<file path="src/rtl/sobel_edge_filter_if.sv">
// Pixel-in / edge-out stream bundle for the Sobel filter; no backpressure path.
// master = upstream gray source and result consumer, slave = the filter.
interface sobel_edge_filter_if;
  logic       start;
  logic       pix_valid;
  logic [7:0] gray_color;
  logic       res_valid;
  logic [7:0] edge_color;
  logic       done;

  modport master (
    output start, pix_valid, gray_color,
    input  res_valid, edge_color, done
  );

  modport slave (
    input  start, pix_valid, gray_color,
    output res_valid, edge_color, done
  );
endinterface

</file>
<file path="src/rtl/sobel_edge_filter.sv">
// Streaming 3x3 Sobel, saturated |Gx|+|Gy| per interior pixel; 2-cycle latency.
// No backpressure: one pixel per clock accepted, gaps in pix_valid stall the window.
module sobel_edge_filter #(
  parameter int IMG_WIDTH  = 16,
  parameter int IMG_HEIGHT = 16
) (
  input logic           clk_i,
  input logic           rst_ni,
  sobel_edge_filter_if.slave bus
);
  localparam int CW = (IMG_WIDTH  > 1) ? $clog2(IMG_WIDTH)  : 1;
  localparam int RW = (IMG_HEIGHT > 1) ? $clog2(IMG_HEIGHT) : 1;

  typedef enum logic [1:0] {IDLE, RUN, DONE} state_t;

  state_t        state, state_nxt;
  logic [CW-1:0] col, cur_col;
  logic [RW-1:0] row, cur_row;
  logic          accept, last_pix, win_out;
  logic [7:0]    lb1 [IMG_WIDTH];
  logic [7:0]    lb2 [IMG_WIDTH];
  logic [7:0]    win [3][3];
  logic          s1_vld, s1_last;
  logic          res_vld_q, done_q;
  logic [7:0]    edge_q;
  logic [10:0]   px, nx, py, ny, gx, gy, ax, ay, mag;
  logic [7:0]    mag_sat;

  // A start pulse re-bases the position so a same-cycle pixel lands at (0,0).
  assign cur_col  = bus.start ? '0 : col;
  assign cur_row  = bus.start ? '0 : row;
  assign accept   = bus.pix_valid && (bus.start || (state == RUN));
  assign last_pix = (cur_row == RW'(IMG_HEIGHT - 1)) && (cur_col == CW'(IMG_WIDTH - 1));
  assign win_out  = (cur_row >= RW'(2)) && (cur_col >= CW'(2));

  always_ff @(posedge clk_i or negedge rst_ni) begin
    if (!rst_ni) state <= IDLE;
    else         state <= state_nxt;
  end

  always_comb begin
    state_nxt = state;
    if (bus.start) begin
      state_nxt = RUN;
    end else begin
      case (state)
        IDLE:    state_nxt = IDLE;
        RUN:     if (accept && last_pix) state_nxt = DONE;
        DONE:    if (done_q) state_nxt = IDLE;
        default: state_nxt = IDLE;
      endcase
    end
  end

  always_ff @(posedge clk_i or negedge rst_ni) begin
    if (!rst_ni) begin
      col <= '0;
      row <= '0;
    end else if (accept) begin
      if (cur_col == CW'(IMG_WIDTH - 1)) begin
        col <= '0;
        row <= cur_row + RW'(1);
      end else begin
        col <= cur_col + CW'(1);
        row <= cur_row;
      end
    end else if (bus.start) begin
      col <= '0;
      row <= '0;
    end
  end

  always_ff @(posedge clk_i) begin
    if (accept) begin
      lb2[cur_col] <= lb1[cur_col];
      lb1[cur_col] <= bus.gray_color;
    end
  end

  always_ff @(posedge clk_i or negedge rst_ni) begin
    if (!rst_ni) begin
      win     <= '{default: '0};
      s1_vld  <= 1'b0;
      s1_last <= 1'b0;
    end else begin
      s1_vld  <= accept && win_out;
      s1_last <= accept && last_pix;
      if (accept) begin
        for (int r = 0; r < 3; r++) begin
          win[r][0] <= win[r][1];
          win[r][1] <= win[r][2];
        end
        win[0][2] <= lb2[cur_col];
        win[1][2] <= lb1[cur_col];
        win[2][2] <= bus.gray_color;
      end
    end
  end

  always_comb begin
    px  = {3'b000, win[0][2]} + {2'b00, win[1][2], 1'b0} + {3'b000, win[2][2]};
    nx  = {3'b000, win[0][0]} + {2'b00, win[1][0], 1'b0} + {3'b000, win[2][0]};
    py  = {3'b000, win[2][0]} + {2'b00, win[2][1], 1'b0} + {3'b000, win[2][2]};
    ny  = {3'b000, win[0][0]} + {2'b00, win[0][1], 1'b0} + {3'b000, win[0][2]};
    gx  = px - nx;
    gy  = py - ny;
    ax  = gx[10] ? (~gx + 11'd1) : gx;
    ay  = gy[10] ? (~gy + 11'd1) : gy;
    mag = ax + ay;
    mag_sat = (mag > 11'd255) ? 8'hFF : mag[7:0];
  end

  // A start in flight discards whatever stage 1 was about to publish.
  always_ff @(posedge clk_i or negedge rst_ni) begin
    if (!rst_ni) begin
      res_vld_q <= 1'b0;
      done_q    <= 1'b0;
      edge_q    <= '0;
    end else begin
      res_vld_q <= s1_vld && !bus.start;
      done_q    <= s1_vld && s1_last && !bus.start;
      if (s1_vld) edge_q <= mag_sat;
    end
  end

  assign bus.res_valid  = res_vld_q;
  assign bus.edge_color = edge_q;
  assign bus.done       = done_q;
endmodule
</file>
<file path="src/flat_wrapper.sv">
// flat-port wrapper written by rule: the top's interface ports become plain ports
module sobel_edge_filter_flat 
#(
  parameter int IMG_WIDTH  = 16,
  parameter int IMG_HEIGHT = 16
)
  (clk_i, rst_ni, bus_start, bus_pix_valid, bus_gray_color, bus_res_valid, bus_edge_color, bus_done);
  sobel_edge_filter_if bus_i ();
  input logic clk_i;
  input logic rst_ni;
  input wire logic [$bits(bus_i.start)-1:0] bus_start;
  input wire logic [$bits(bus_i.pix_valid)-1:0] bus_pix_valid;
  input wire logic [$bits(bus_i.gray_color)-1:0] bus_gray_color;
  output wire logic [$bits(bus_i.res_valid)-1:0] bus_res_valid;
  output wire logic [$bits(bus_i.edge_color)-1:0] bus_edge_color;
  output wire logic [$bits(bus_i.done)-1:0] bus_done;
  assign bus_i.start = bus_start;
  assign bus_i.pix_valid = bus_pix_valid;
  assign bus_i.gray_color = bus_gray_color;
  assign bus_res_valid = bus_i.res_valid;
  assign bus_edge_color = bus_i.edge_color;
  assign bus_done = bus_i.done;
  sobel_edge_filter #(.IMG_WIDTH(IMG_WIDTH), .IMG_HEIGHT(IMG_HEIGHT)) u_core (.clk_i(clk_i), .rst_ni(rst_ni), .bus(bus_i));
endmodule
</file>
<file path="config.mk">
export PLATFORM = sky130hd
export DESIGN_NAME = sobel_edge_filter_flat
export DESIGN_NICKNAME = d
export VERILOG_FILES = /design/src/rtl/sobel_edge_filter_if.sv /design/src/rtl/sobel_edge_filter.sv /design/src/flat_wrapper.sv
export SDC_FILE = /design/constraint.sdc
export NUM_CORES = 1
export LEC_CHECK = 0
export CAP_MARGIN = 10
export CORE_ASPECT_RATIO = 1.75
export CORE_MARGIN = 4
export CORE_UTILIZATION = 55
export DETAILED_ROUTE_END_ITERATION = 7
export GPL_TIMING_DRIVEN = 0
export PLACE_DENSITY = 0.71
export SLEW_MARGIN = 20
export SYNTH_ARGS = -nofsm -noshare
export SYNTH_HDL_FRONTEND = slang
export SYNTH_SLANG_ARGS = --single-unit
</file>
<file path="constraint.sdc">
create_clock -name clk_i -period 14.4 [get_ports clk_i]
set_input_delay 2.16 -clock clk_i [delete_from_list [all_inputs] [get_ports clk_i]]
set_output_delay 2.16 -clock clk_i [all_outputs]
set_load 0.01 [all_outputs]
</file>
# Yosys cells after proc, flatten, opt, wreduce, memory -nomap -nowiden
# Memories as Yosys holds them, arrays and structs flattened. A register that Yosys moved wholly into a read port is not among the register bits.
# Index checks and enable logic that the tools add are counted.
word_totals:
  output_inout_bits: 10
  wordCells: 71
  latch_bits: 0
  input_bits: 12
  n_memories: 2
  mem_bits_ro: 0
  ramBits: 256
  register_bits: 86
memory_table:
  columns: ["memory", "words", "word_bits", "read_ports", "rd_ports_with_merged_regs", "wr", "line", "source"]
  rows:
  - ["u_core.lb1", 16, 8, 1, 0, 1, "sobel_edge_filter.sv:20", "logic [7:0] lb1 [IMG_WIDTH];"]
  - ["u_core.lb2", 16, 8, 1, 1, 1, "sobel_edge_filter.sv:21", "logic [7:0] lb2 [IMG_WIDTH];"]
op_classes:
  shifts: 0
  mux: 15
  multipliers: 0
  n_addsub: 15
  n_lt_le_gt_ge: 3
  bitwise_logic: 2
  n_reduce_logical: 12
  n_eq_ne: 6
  n_div: 0
op_table:
  columns: ["cell", "count"]
  rows:
  - ["11-bit by 8-bit adder with 11-bit output", 4]
  - ["8-bit by 9-bit adder with 10-bit output", 4]
  - ["4-bit two-way mux", 6]
  - ["11-bit by 1-bit adder with 11-bit output (second input constant)", 2]
  - ["11-bit two-way mux", 2]
  - ["11-bit NOT", 2]
  - ["11-bit subtractor", 2]
  - ["11-bit adder", 1]
  - ["11-bit by 8-bit > comparator with 1-bit output (second input constant)", 1]
  - ["4-bit by 1-bit adder with 4-bit output (second input constant)", 2]
  - ["4-bit == test (second input constant)", 2]
  - ["4-bit by 2-bit >= comparator with 1-bit output (second input constant)", 2]
  - ["1-bit logical AND", 8]
  - ["8-bit two-way mux", 1]
  - ["2-bit two-way mux", 3]
  - ["2-bit case mux with 2 select lines", 1]
  - ["3-bit by 2-bit inequality test with 1-bit output (second input constant)", 1]
  - ["3-bit inequality test (second input constant)", 1]
  - ["2-bit by 1-bit == test with 1-bit output (second input constant)", 1]
  - ["2-bit == test (second input constant)", 1]
  - ["1-bit zero test", 2]
  - ["1-bit two-way mux", 2]
  - ["2-bit AND reduction", 1]
  - ["1-bit logical OR", 1]

# Depth between registers and ports, before layout
logic_depth:
  depth_word: 9
  depth_mapped: 32
  depth_no_buf: 31

# Least setup slack after synthesis
# OpenSTA, ideal clock, no wires.
synth_path:
  kind: "reg2reg"
  from: "register u_core.win[17] in the netlist's numbering"
  to: "register u_core.edge_q[2], in the netlist u_core.bus.edge_color[2]"
  arrival_ps: 6581
  setup_time_ps: 157
  stages_incl_launch_ff: 32
  required_ps: 14243
  n_path_buf: 1
  synth_period_minus_slack_ps: 6737
  slack_ps: 7663
  cell_sequence: "dfrtp_1 -> ha_1 -> inv_1 -> fa_1 -> inv_1 -> a21oi_1 -> o21ai_0 -> a21oi_1 -> o21ai_0 -> xor2_1 -> fa_1 -> inv_1 -> fa_1 -> inv_1 -> ha_1 -> a21o_1 -> a21oi_1 -> o21ai_1 -> a21oi_1 -> xnor2_1 -> clkbuf_1 -> a21oi_1 -> fa_1 -> a21o_1 -> a21oi_1 -> o21ai_0 -> a21o_1 -> a21oi_1 -> o21ai_0 -> xor2_1 -> xnor2_1 -> a41oi_1"
synth_via:
  elab_chain_len: 9
  word_cells_on_any_way: 14
  classes_between: "add/sub: 8; order compare: 1; mux: 3; bitwise: 2"
synth_rtl:
  columns: ["element", "line", "source"]
  rows:
  - ["start, declared", "sobel_edge_filter.sv:22", "logic [7:0] win [3][3];"]
  - ["start signal, assigned by index", "sobel_edge_filter.sv:90", "win[r][0] <= win[r][1];"]
  - ["start signal, assigned by index", "sobel_edge_filter.sv:91", "win[r][1] <= win[r][2];"]
  - ["8-bit by 9-bit adder with 10-bit output", "sobel_edge_filter.sv:103", "py = {3'b000, win[2][0]} + {2'b00, win[2][1], 1'b0} + {3'b000, win[2][2]};"]
  - ["11-bit by 8-bit adder with 11-bit output", "sobel_edge_filter.sv:103", null]
  - ["11-bit subtractor", "sobel_edge_filter.sv:106", "gy = py - ny;"]
  - ["11-bit NOT", "sobel_edge_filter.sv:108", "ay = gy[10] ? (~gy + 11'd1) : gy;"]
  - ["11-bit by 1-bit adder with 11-bit output", "sobel_edge_filter.sv:108", null]
  - ["11-bit two-way mux", "sobel_edge_filter.sv:108", null]
  - ["11-bit adder (*)", "sobel_edge_filter.sv:109", "mag = ax + ay;"]
  - ["11-bit by 8-bit > comparator with 1-bit output", "sobel_edge_filter.sv:110", "mag_sat = (mag > 11'd255) ? 8'hFF : mag[7:0];"]
  - ["8-bit two-way mux (*)", "sobel_edge_filter.sv:110", null]
  - ["end signal, assigned", "sobel_edge_filter.sv:122", "if (s1_vld) edge_q <= mag_sat;"]
  - ["end, declared", "sobel_edge_filter.sv:25", "logic [7:0] edge_q;"]
# Every way passes the cells marked *; elsewhere a longest branch is shown, timed or not.
# A chain may end at the register's enable or synchronous reset.

# Final worst setup path
# Same ends and word-level chain as after synthesis.

==> results.txt <==
----------------------------------------------------
[Finish]
  Post-layout nets ... 1,601
  Final Util ... 0.624
  Antenna diodes ... 0
  Ratio of cells with drive above 1 in the final layout ... 0.0806
  Area added between synthesis and finish ... 11.6%
  Layout Cell Area excl Fill ... 19,300 sq um

[Logic synthesis]
  Top post-synthesis cells by area ... sky130_fd_sc_hd__edfxtp_1 44%, sky130_fd_sc_hd__dfrtp_1 14%, sky130_fd_sc_hd__ha_1 5.3%, sky130_fd_sc_hd__fa_1 4.3%, sky130_fd_sc_hd__nand2_1 3.7%
  Top cell type by total area after synthesis ... sky130_fd_sc_hd__edfxtp_1
  Post-synthesis instance area ... 17,300 sq um
  Number of warning messages in the yosys log ... 0
  Top-area cell type share of the netlist area ... 0.444
  Number of instances in the synthesized netlist ... 1,415
  Synthesized netlist net count ... 1,538
  Async SR Flop Fraction ... 0.269
  Most frequent cell after synthesis ... sky130_fd_sc_hd__edfxtp_1
  Most used flip-flop cell after synthesis ... sky130_fd_sc_hd__edfxtp_1
  Number of enable-type register cells in the synthesized netlist ... 256
  Unique cell type count in the Yosys netlist ... 55
  Average size of a mapped cell ... 12.2 sq um
  Seq cells post-synth ... 350
  Proportion of synthesized chip area in sequential cells ... 0.580
  Leading post-synthesis cells by instance count ... 256 x sky130_fd_sc_hd__edfxtp_1, 170 x sky130_fd_sc_hd__nand2_1, 94 x sky130_fd_sc_hd__dfrtp_1

[Min path]
  Classification of the worst-slack hold path ... reg2reg

[Clock tree]
  Hold_buf cts ... 0
  CTS Buf Count ... 30
  Number of buffers between clock root and the deepest sink ... 3
  Source-to-sink clock delay at the later pin of the worst-skew pair ... 0.58 ns
  Post-CTS resize count ... 0
  Root buffer cell ... sky130_fd_sc_hd__clkbuf_16
  Clock slew at the register clock pins of the worst setup and hold paths ... 0.07 ns
  Number of levels the H-tree was split into ... 1
  Clk sinks ... 350
  Number of buffers inserted to repair setup after CTS ... 0
  Clock tree from TritonCTS ... yes

[Setup path]
  Data required time of the worst path ... 14.81 ns
  Cell at the slowest stage of the critical path ... sky130_fd_sc_hd__xnor2_1
  Top fanout value on the critical path ... 10
  Crit path max-delay family ... compound AO/OA/AOI/OAI gates
  CP peak stage delay ... 0.56 ns
  CP dominant cell by count ... sky130_fd_sc_hd__a21oi_1
  Total buffers and inverters traversed by the critical path ... 5
  Crit path DAT ... 8.51 ns
  Worst Setup Path Type ... reg2reg
  Capturing element type of the critical path ... flip-flop
  Category of the worst setup path launch point ... flip-flop

[Drt]
  Top Layer Used ... met4
  Routed wire length on met2 ... 23,300 microns
  Average wire length per cell after detail routing ... 22.7 microns
  DRC errors left ... 0
  Total via count after detailed routing ... 11,152
  Post-DRT Antenna Nets ... 0
  Routed wire length ... 43,100 microns
  Number of detailed-route iterations in the first pass ... 5
  Drt initial violations ... 773
  Via-per-instance ratio ... 5.89
  Met1 wire length ... 14,300 microns
  Sum of met3 wire segment lengths after detailed routing ... 1760 microns

[Die]
  Floorplan Core Area ... 30,900 sq um
  Effective utilization at floorplan ... 0.559
  Width of the chip ... 142 microns
  I/O Pins ... 22
  Cell Rows ... 85
  Die outline area ... 34,500 sq um
  Vertical extent of the die ... 243 microns

[STA]
  Achievable clock frequency ... 123 MHz
  Final hold slack ... 0.465 ns
  Period utilization ... 0.562
  Number of pins exceeding their max-slew limit in the final report ... 0
  Total count of hold-check failures in the final report ... 0
  Setup skew after layout ... 0.0102 ns
  Final setup violation count ... 0
  Slew Limit Headroom ... 0.254
  Worst Max-Slew Pin Slew ... 1.12 ns
  Total negative slack ... 0 ns
  Unrepaired setup endpoints after global routing ... no
  Minimum clock period ... 8.10 ns

[Placement]
  Instance area after placement ... 18,300 sq um
  Port Buf Inserts ... 20
  DP HPWL ... 31,900 microns
  Weighted congestion reported at the end of routability-driven placement ... 0.903

[Global route]
  Overall global routing resource usage ... 0.252
  Via count of the first global-routing pass ... 11,482
  Wire length of the first global-routing pass ... 65,500 microns
  Total gr overflow ... 0
  Number of antenna violations at the first check in global routing ... 0
  Maximum number of pins on one net before global-route repair ... 78

[Flow run]
  Max-cap violation count ... 0

[Run status]
  Status ... completed

----------------------------------------------------
==> layer usage <==
| metal | GRT usage | vias to the layer above |
|---|---|---|
| met5 | 0 | - |
| met4 | 0.178 | 0 |
| met3 | 0.0293 | 154 |
| met2 | 0.464 | 327 |
| met1 | 0.256 | 5483 |
| li1 | - | 5188 |
==> registers in the layout (all words and copies together) (netlist names), 2 cells and up <==
name                   count
u_core.win                72
u_core.state               2
u_core.bus.edge_color      8
u_core.lb2               128
u_core.row                 4
u_core.lb1               128
u_core.col                 4
==> cell type report <==
class / count / area (sq um)
Fill cell: 2353 / 11600
Sequential cell: 350 / 10000
Tap cell: 391 / 489
Clock buffer: 37 / 838
Inverter: 88 / 330
Clock inverter: 19 / 219
Buffer: 60 / 233
Timing Repair Buffer: 31 / 377
Multi-Input combinational cell: 917 / 6790
==> worst paths after layout <==
path	cells past startpoint	slack, ns	to	start
hold reg to reg	1	0.46	u_core.bus.done$_DFF_PN0_	u_core.s1_last$_DFF_PN0_
min in group asynchronous	1	1.42	u_core.bus.edge_color[6]$_DFFE_PN0P_	rst_ni
setup / recovery	31	6.30	u_core.bus.edge_color[2]$_DFFE_PN0P_	u_core.win[17]$_DFFE_PN0P_
hold / removal	1	0.46	u_core.bus.done$_DFF_PN0_	u_core.s1_last$_DFF_PN0_
max in group asynchronous	2	12.34	u_core.win[39]$_DFFE_PN0P_	rst_ni
setup reg to reg	31	6.30	u_core.bus.edge_color[2]$_DFFE_PN0P_	u_core.win[17]$_DFFE_PN0P_
==> cells by family after synthesis <==
kind of cell	after synthesis	synth area share
AOI/OAI and AO/OA	288	0.107
xor gates and xnor gates	75	0.0379
adders and majority gates	111	0.0963
buffers and inverters	148	0.0325
DFF	350	0.580
muxes	82	0.0530
and+or+nand+nor	361	0.0935
==> layout by cell type, fill, tap and decap left out, drive strengths merged, types with 56 or more instances in the layout <==
master  instances
a21oi          91
dfrtp          94
o21ai          56
ha             74
inv            92
nand2         170
a211oi         64
edfxtp        256
mux2i          59
clkbuf         80
nor2           89
==> per-stage QoR <==
step / std cells / setup slack [ns]
after detailed placement: 1837 / 6.32
after floorplan: 1415 / 7.66
after global placement: 1826 / 6.50
after global routing: 1893 / 5.58
final: 1893 / 6.30
after CTS: 1893 / 6.29
Power is left out: the tool's default activity adds up to more than one toggle a clock period on the data nets, which glitch-free logic cannot reach.
